`src/rtl/bus_slave_responder_if.sv`:
```
// Request/response bundle for the bus slave responder.
// master: requester side; slave: responder side.
interface bus_slave_responder_if #(
  parameter int DATA_WIDTH       = 8,
  parameter int SLAVE_ADDR_WIDTH = 13
);
  logic                        req_valid;
  logic                        req_mode;
  logic [SLAVE_ADDR_WIDTH-1:0] req_addr;
  logic [DATA_WIDTH-1:0]       req_wdata;
  logic                        req_ready;
  logic                        rsp_valid;
  logic [DATA_WIDTH-1:0]       rsp_rdata;
  logic                        rsp_err;

  modport master (
    output req_valid, req_mode, req_addr, req_wdata,
    input  req_ready, rsp_valid, rsp_rdata, rsp_err
  );

  modport slave (
    input  req_valid, req_mode, req_addr, req_wdata,
    output req_ready, rsp_valid, rsp_rdata, rsp_err
  );
endinterface

```
`src/rtl/bus_slave_responder.sv`:
```
// Bus slave responder: one request, WAIT_CYCLES waits, local memory access, 1-cycle rsp.
// Ports: clk, rstn (sync, active-low), bus (slave modport: req_* in, req_ready/rsp_* out).
// Optional: BUS_SLAVE_ADDR_CHECK_EN flags upper address bits as an error.
module bus_slave_responder #(
  parameter int DATA_WIDTH       = 8,
  parameter int SLAVE_ADDR_WIDTH = 13,
  parameter int MEM_ADDR_WIDTH   = 6,
  parameter int WAIT_CYCLES      = 2
) (
  input  logic                  clk,
  input  logic                  rstn,
  bus_slave_responder_if.slave  bus
);

  localparam logic [7:0] WC    = 8'(WAIT_CYCLES);
  localparam int         DEPTH = 1 << MEM_ADDR_WIDTH;

  typedef enum logic [1:0] {
    IDLE,
    WAIT,
    ACCESS,
    RESP
  } state_t;

  state_t state_q, state_d;
  logic [7:0] cnt_q, cnt_d;

  logic                        mode_q;
  logic [SLAVE_ADDR_WIDTH-1:0] addr_q;
  logic [DATA_WIDTH-1:0]       wdata_q;
  logic [DATA_WIDTH-1:0]       rdata_q;
  logic                        err_q;

  logic [DATA_WIDTH-1:0] mem [DEPTH];

  logic                      accept;
  logic                      addr_err;
  logic [MEM_ADDR_WIDTH-1:0] idx;
  logic [DATA_WIDTH-1:0]     rd_val;

  assign accept = bus.req_valid && (state_q == IDLE);
  assign idx    = addr_q[MEM_ADDR_WIDTH-1:0];

`ifdef BUS_SLAVE_ADDR_CHECK_EN
  if (MEM_ADDR_WIDTH < SLAVE_ADDR_WIDTH) begin : g_chk
    assign addr_err = |addr_q[SLAVE_ADDR_WIDTH-1:MEM_ADDR_WIDTH];
  end else begin : g_nochk
    assign addr_err = 1'b0;
  end
`else
  assign addr_err = 1'b0;
  // Upper bits alias onto the memory index.
  if (MEM_ADDR_WIDTH < SLAVE_ADDR_WIDTH) begin : g_alias
    logic unused_hi;
    assign unused_hi = ^addr_q[SLAVE_ADDR_WIDTH-1:MEM_ADDR_WIDTH];
  end
`endif

  always_ff @(posedge clk) begin
    if (!rstn) begin
      state_q <= IDLE;
      cnt_q   <= '0;
    end else begin
      state_q <= state_d;
      cnt_q   <= cnt_d;
    end
  end

  always_comb begin
    state_d = state_q;
    cnt_d   = cnt_q;
    unique case (state_q)
      IDLE: begin
        if (accept) begin
          if (WC == 8'd0) begin
            state_d = ACCESS;
          end else begin
            state_d = WAIT;
            cnt_d   = WC;
          end
        end
      end
      WAIT: begin
        cnt_d = cnt_q - 8'd1;
        if (cnt_q <= 8'd1) state_d = ACCESS;
      end
      ACCESS: state_d = RESP;
      RESP:   state_d = IDLE;
      default: state_d = IDLE;
    endcase
  end

  always_comb begin
    bus.req_ready = 1'b0;
    bus.rsp_valid = 1'b0;
    unique case (1'b1)
      (state_q == IDLE): bus.req_ready = 1'b1;
      (state_q == RESP): bus.rsp_valid = 1'b1;
      default: ;
    endcase
  end

  assign bus.rsp_rdata = rdata_q;
  assign bus.rsp_err   = err_q;

  always_comb begin
    if (addr_err)    rd_val = '1;
    else if (mode_q) rd_val = wdata_q;
    else             rd_val = mem[idx];
  end

  always_ff @(posedge clk) begin
    if (!rstn) begin
      mode_q  <= 1'b0;
      addr_q  <= '0;
      wdata_q <= '0;
      rdata_q <= '0;
      err_q   <= 1'b0;
    end else begin
      if (accept) begin
        mode_q  <= bus.req_mode;
        addr_q  <= bus.req_addr;
        wdata_q <= bus.req_wdata;
      end
      if (state_q == ACCESS) begin
        rdata_q <= rd_val;
        err_q   <= addr_err;
      end
    end
  end

  // No reset on storage; a reset on the access edge suppresses the write.
  always_ff @(posedge clk) begin
    if (rstn && state_q == ACCESS && mode_q && !addr_err)
      mem[idx] <= wdata_q;
  end

endmodule

```
`src/flat_wrapper.sv`:
```
// flat-port wrapper written by rule: the top's interface ports become plain ports
module bus_slave_responder_flat 
#(
  parameter int DATA_WIDTH       = 8,
  parameter int SLAVE_ADDR_WIDTH = 13,
  parameter int MEM_ADDR_WIDTH   = 6,
  parameter int WAIT_CYCLES      = 2
)
  (clk, rstn, bus_req_valid, bus_req_mode, bus_req_addr, bus_req_wdata, bus_req_ready, bus_rsp_valid, bus_rsp_rdata, bus_rsp_err);
  bus_slave_responder_if #(.DATA_WIDTH(DATA_WIDTH), .SLAVE_ADDR_WIDTH(SLAVE_ADDR_WIDTH)) bus_i ();
  input  logic clk;
  input  logic rstn;
  input wire logic [$bits(bus_i.req_valid)-1:0] bus_req_valid;
  input wire logic [$bits(bus_i.req_mode)-1:0] bus_req_mode;
  input wire logic [$bits(bus_i.req_addr)-1:0] bus_req_addr;
  input wire logic [$bits(bus_i.req_wdata)-1:0] bus_req_wdata;
  output wire logic [$bits(bus_i.req_ready)-1:0] bus_req_ready;
  output wire logic [$bits(bus_i.rsp_valid)-1:0] bus_rsp_valid;
  output wire logic [$bits(bus_i.rsp_rdata)-1:0] bus_rsp_rdata;
  output wire logic [$bits(bus_i.rsp_err)-1:0] bus_rsp_err;
  assign bus_i.req_valid = bus_req_valid;
  assign bus_i.req_mode = bus_req_mode;
  assign bus_i.req_addr = bus_req_addr;
  assign bus_i.req_wdata = bus_req_wdata;
  assign bus_req_ready = bus_i.req_ready;
  assign bus_rsp_valid = bus_i.rsp_valid;
  assign bus_rsp_rdata = bus_i.rsp_rdata;
  assign bus_rsp_err = bus_i.rsp_err;
  bus_slave_responder #(.DATA_WIDTH(DATA_WIDTH), .SLAVE_ADDR_WIDTH(SLAVE_ADDR_WIDTH), .MEM_ADDR_WIDTH(MEM_ADDR_WIDTH), .WAIT_CYCLES(WAIT_CYCLES)) u_core (.clk(clk), .rstn(rstn), .bus(bus_i));
endmodule
```
`config.mk`:
```
export PLATFORM = sky130hd
export DESIGN_NAME = bus_slave_responder_flat
export DESIGN_NICKNAME = d
export VERILOG_FILES = /design/src/rtl/bus_slave_responder_if.sv /design/src/rtl/bus_slave_responder.sv /design/src/flat_wrapper.sv
export SDC_FILE = /design/constraint.sdc
export NUM_CORES = 1
export LEC_CHECK = 0
export CORE_MARGIN = 4
export CORE_UTILIZATION = 51
export CTS_CLUSTER_DIAMETER = 50
export CTS_CLUSTER_SIZE = 16
export DETAILED_ROUTE_END_ITERATION = 10
export DONT_BUFFER_PORTS = 1
export GPL_TIMING_DRIVEN = 1
export MAX_ROUTING_LAYER = met4
export PLACE_DENSITY = 0.66
export SKIP_CTS_REPAIR_TIMING = 1
export SYNTH_ARGS = -nofsm -noshare
export SYNTH_HDL_FRONTEND = slang
export SYNTH_SLANG_ARGS = --single-unit
```
`constraint.sdc`:
```
create_clock -name clk -period 4 [get_ports clk]
set_input_delay 0.6 -clock clk [delete_from_list [all_inputs] [get_ports clk]]
set_output_delay 0.6 -clock clk [all_outputs]
set_load 0.1 [all_outputs]
```
Word level (Yosys, flattened, before mapping). Memories as Yosys holds them, arrays and structs flattened. A register that Yosys moved wholly into a read port is not among the register bits. Index checks and enable logic that the tools add are counted.

Bits of input ports: 25. Bits in latches: 0. Memories kept: 1. Bits in writable memories: 512. Register bits after elaboration: 25. Memory bits (read-only): 0. Output and inout port bits: 11. Logic and storage cells: 30.

Memories: u_core.mem (words 64, width 8, rd ports 1, clocked after memory_dff 1, wr ports 1, RTL line bus_slave_responder.sv:34) `logic [DATA_WIDTH-1:0] mem [DEPTH];`.

Shift-type cells: 0. Multipliers: 0. Bitwise logic cells: 0. Equal/unequal tests: 5. Reduce and logical (&&, ||, !) cells: 8. Order comparisons: 1. Div/mod/pow operators: 0. $add $sub $neg: 1. Multiplexer cells: 9.

Operator list (count): $pmux 8 s2 (1); $le 8x1->1 const B (1); $mux 8 (1); $pmux 2 s4 (1); $sub 8x1->8 const B (1); $eq 2x2->1 const B (2); $mux 1 (4); $mux 2 (2); $ne 2x1->1 const B (2); $reduce_and 2->1 (2); $logic_and 1x1->1 (3); $eq 2x1->1 const B (1); $logic_not 2->1 (1); $reduce_bool 2->1 (1); $logic_not 1->1 (1).

Longest topological paths before layout.
Depth in word-level cells: 5. Mapped depth: 9. Mapped depth without buffers: 8.

Worst setup path after synthesis. Ideal clock, no wire load.

Path kind: reg2reg. Start: reg u_core.state_q[0]. End: reg u_core.cnt_q[6]. Required time: 3867 ps. Setup time: 133 ps. Buffers on the path: 0. Path slack: 1413 ps. Arrival: 2454 ps. Clock period less this slack: 2587 ps. Stages on the path, launching flop included: 8. Cell sequence: dfxtp_1 > inv_1 > ha_1 > o21ai_2 > or4b_2 > nor3_1 > xnor2_1 > nor2_1.

Cells in the longest elaborated chain, start to end: 4. Elaborated cells on any way between the ends: 7. Those cells by class: eq/ne: 2; mux: 1; reduce/logical: 4.

RTL lines: from (decl) (RTL line bus_slave_responder.sv:25) `state_t state_q, state_d;`; from (signal assigned) (RTL line bus_slave_responder.sv:64) `state_q <= state_d;`; $logic_not 2->1 (RTL line bus_slave_responder.sv:41, bus_slave_responder.sv:72); $logic_and 1x1->1 (RTL line bus_slave_responder.sv:41) `assign accept = bus.req_valid && (state_q == IDLE);`; $ne 2x1->1 (no line); $reduce_and 2->1 (no line); to (signal assigned) (RTL line bus_slave_responder.sv:65) `cnt_q <= cnt_d;`; to (decl) (RTL line bus_slave_responder.sv:26) `logic [7:0] cnt_q, cnt_d;`.

Parallel ways exist; a longest one is shown, timed or not. A chain may end at the register's enable or synchronous reset.

Worst setup path in the final report.
Start: reg u_core.state_q[0]. End: mem u_core.mem[15][3] (enable).

Cells in the longest elaborated chain, start to end: 5.

RTL lines: $eq 2x2->1 (RTL line bus_slave_responder.sv:134) `if (rstn && state_q == ACCESS && mode_q && !addr_err)`; $logic_and 1x1->1 (2 in series) (RTL line bus_slave_responder.sv:134); $mux 1 (RTL line bus_slave_responder.sv:134); $mux 1 (not written as such) (RTL line bus_slave_responder.sv:135) `mem[idx] <= wdata_q;`; to (decl) (RTL line bus_slave_responder.sv:34).

No other way between the ends.

==> results.sh <==
export IMPL_synth_mux_area_frac=0.0947
export IMPL_synth_top_area_share=0.718
export IMPL_fill_cells=3072
export IMPL_first_iter_violations=1538
export IMPL_switchingPower_mw=3.80
export IMPL_fp_dieH_um=213
export IMPL_synth_edf_count=512
export IMPL_ir_drop_mv=0.306
export IMPL_relSlewSlack=0.214
export IMPL_fin_skew_ns=0.0255
export IMPL_antenna_found_initial=0
export IMPL_required_ns=4.21
export IMPL_total_power_mw=13.5
export IMPL_gp_congestion=0.951
export IMPL_setup_tns_ns=0
export IMPL_synthTopCellsByCount="edfxtp_1, nor2_1, mux2i_1, a221oi_1, nand2_1"
export IMPL_yosys_area_top_type="edfxtp_1"
export IMPL_reg2reg_to="u_core.mem[15][3]"
export IMPL_cts_buffer_depth=3
export IMPL_synth_seq_cells=545
export IMPL_outcome="complete, no violations"
export IMPL_rsz0062_at_grt="no"
export IMPL_die_area_um2=45300
export IMPL_grt_usage=0.243
export IMPL_num_io_pins=36
export IMPL_ys_warn_count=0
export IMPL_ys_async_sr_fraction=0
export IMPL_p_clk_frac=0.325
export IMPL_die_w_um=213
export IMPL_finish_net_count=1341
export IMPL_wire_per_inst_um=28.3
export IMPL_cp_start_kind="flip-flop"
export IMPL_syn_avg_cell_area_um2=17.1
export IMPL_crit_fanout=9
export IMPL_htreeDepth=2
export IMPL_synth_area_top_cells="edfxtp_1, mux4_2, mux2i_1"
export IMPL_synth_adder_area_share=0.00409
export IMPL_synth_cells=1249
export IMPL_grt_overflow=0
export IMPL_p_int_mw=9.68
export IMPL_worstSetupEndpoint="u_core.mem[15][3]"
export IMPL_root_buffer="clkbuf_16"
export IMPL_clkLatencyLatePin_ns=0.59
export IMPL_min_period_ns=3.40
export IMPL_synth_top_family_by_area="multiplexers"
export IMPL_switching_share=0.282
export IMPL_path_clk_slew_ns=0.07
export IMPL_grt_pass1_wl_mm=77.6
export IMPL_drive_gt1_frac=0.182
export IMPL_fin_util=0.578
export IMPL_numCtsBuffers=46
export IMPL_min_path_type="in2reg"
export IMPL_timing_hold_ws_ns=0.142
export IMPL_drt_total_wl_mm=53.0
export IMPL_endpoint_kind="flip-flop"
export IMPL_setup_viol=0
export IMPL_cts_sinks=545
export IMPL_fmax_mhz=294
export IMPL_yosys_most_used_dff="edfxtp_1"
export IMPL_yosys_area_share_xor_xnor=0.00164
export IMPL_synth_compound_area_frac=0.0795
export IMPL_ff2ff_path_depth=6
export IMPL_yosysUniqueCellTypes=64
export IMPL_synthToLayoutAreaGrowth_pct=11.2
export IMPL_drt_pass1_iter_count=5
export IMPL_floorplan_initialDensity=0.520
export IMPL_report_final_slew_viol_count=0
export IMPL_pwr_share_comb=0.160
export IMPL_cellPowerDensity_nw_per_um2=566
export IMPL_ant_nets=0
export IMPL_power_frac_seq=0.515
export IMPL_via_per_inst=6.36
export IMPL_cts_tree="built"
export IMPL_period_share=0.851
export IMPL_tightest_slew_ns=1.18
export IMPL_portBuffers=0
export IMPL_num_vias=11900
export IMPL_grt_pass1_vias=11800
export IMPL_syn_nets=1281
export IMPL_insertedDiodeCount=0
export IMPL_ff2ff_setup_slack_ns=0.60
export IMPL_dp_hpwl_mm=33.3
export IMPL_cp_startpoint="u_core.state_q[0]"
export IMPL_maxCapViolCount=0
export IMPL_worstSetupPathType="reg2reg"
export IMPL_rows=74
export IMPL_p_leak_nw=7.60
export IMPL_grt_start_max_net_pins=67
export IMPL_yosysSeqAreaShare=0.749
export IMPL_r2r_start="u_core.state_q[0]"
export IMPL_core_area_um2=41200
export IMPL_yosysMostFrequentCell="edfxtp_1"
export IMPL_arrival_ns=3.61
export IMPL_timing_hold_violations_final=0
export IMPL_synthSimpleGateAreaFrac=0.0484
export IMPL_drcViolationCount=0
export IMPL_synth_area_um2=21400
[critical path: stages (launching register included)]
cell and delay (ns):
dfxtp_1 0.33, inv_1 0.13, ha_1 0.24, nand2_1 0.23
nor2_1 0.51, nand3_1 0.72, nor2_1 0.85
[flip-flops by register name, indices dropped and copies added (netlist names)]
name                  cells
u_core.mode_q             1
u_core.wdata_q            8
u_core.bus.rsp_rdata      8
u_core.mem              512
u_core.addr_q             6
u_core.state_q            2
u_core.cnt_q              8
[layer usage]
| layer | wire (um) | track usage | up-vias |
|---|---|---|---|
| li1 | - | - | 5141 |
| met1 | 21500 | 0.336 | 6069 |
| met2 | 24900 | 0.363 | 579 |
| met3 | 4890 | 0.0522 | 97 |
| met4 | 1750 | 0.0846 | 0 |
| met5 | 0 | - | - |
[worst min-delay path by stage]
stage	startpoint	endpoint	slack (ns)	cells past startpoint
after detailed placement	u_core.wdata_q[2]	u_core.wdata_q[2]	0.45	2
after CTS	rstn	u_core.cnt_q[1]	0.12	2
after floorplan	u_core.mode_q	u_core.mode_q	0.46	2
after global placement	u_core.wdata_q[2]	u_core.wdata_q[2]	0.45	2
final	rstn	u_core.cnt_q[1]	0.14	2
after global routing	rstn	u_core.addr_q[1]	0.14	1
[cell type report]
class                   instances  area, um2  area share
clock buffers                  59       1250      0.0526
clock inverters                18        193     0.00809
inverters                      10       37.5     0.00158
multi-input cells             614       4900       0.206
flip-flops and latches        545      16100       0.674
well taps                     532        666      0.0280
repair buffers                 92        703      0.0295
[logic make-up after synthesis]
group / count (synthesis)
buffers and inverters: 90
xor gates and xnor gates: 4
DFF: 545
and+or+nand+nor: 231
AOI/OAI and AO/OA: 229
other: 1
muxes: 142
adders and majority gates: 7
[placed cells by master, fill, tap and decap left out, types with 3 or more instances in the layout]
cell type | netlist | routed
dfxtp_2 | 0 | 8
dfxtp_1 | 33 | 22
a22oi_1 | 29 | 29
clkbuf_8 | 0 | 3
nand3_1 | 16 | 16
o22ai_1 | 20 | 20
mux2i_1 | 80 | 80
a211oi_1 | 6 | 6
a21oi_1 | 22 | 22
mux2_2 | 15 | 15
nor2b_1 | 9 | 7
a22o_1 | 5 | 5
buf_4 | 13 | 91
clkbuf_16 | 0 | 47
nor3_1 | 6 | 6
dfxtp_4 | 0 | 3
a221oi_1 | 73 | 73
o21ai_0 | 24 | 24
o221ai_1 | 8 | 8
and4_1 | 4 | 4
clkbuf_1 | 29 | 9
a21boi_0 | 16 | 16
inv_6 | 0 | 7
ha_1 | 7 | 7
clkinv_2 | 0 | 4
mux4_2 | 47 | 47
a31oi_1 | 7 | 7
and2_1 | 6 | 6
edfxtp_1 | 512 | 512
inv_1 | 8 | 8
nand2_1 | 59 | 59
nor2_1 | 108 | 108
[power groups by stage]
stage                     Sequential [mW]  Clock [mW]  Combinational [mW]
after global placement               7.05           0                2.11
after detailed placement             7.06           0                2.14
after CTS                            6.93        4.45                2.15
after floorplan                      6.93           0                1.45
after global routing                 6.95        4.69                2.31
final                                6.94        4.38                2.16
[stage by stage]
step                      area, um2  setup WS [ns]  std cells
after floorplan               21400           1.41       1249
after global placement        22400          0.687       1793
after detailed placement      22400          0.661       1793
after CTS                     23800          0.617       1870
after global routing          23800          0.347       1870
final                         23800          0.597       1870
Power figures use the tool's default switching activity.
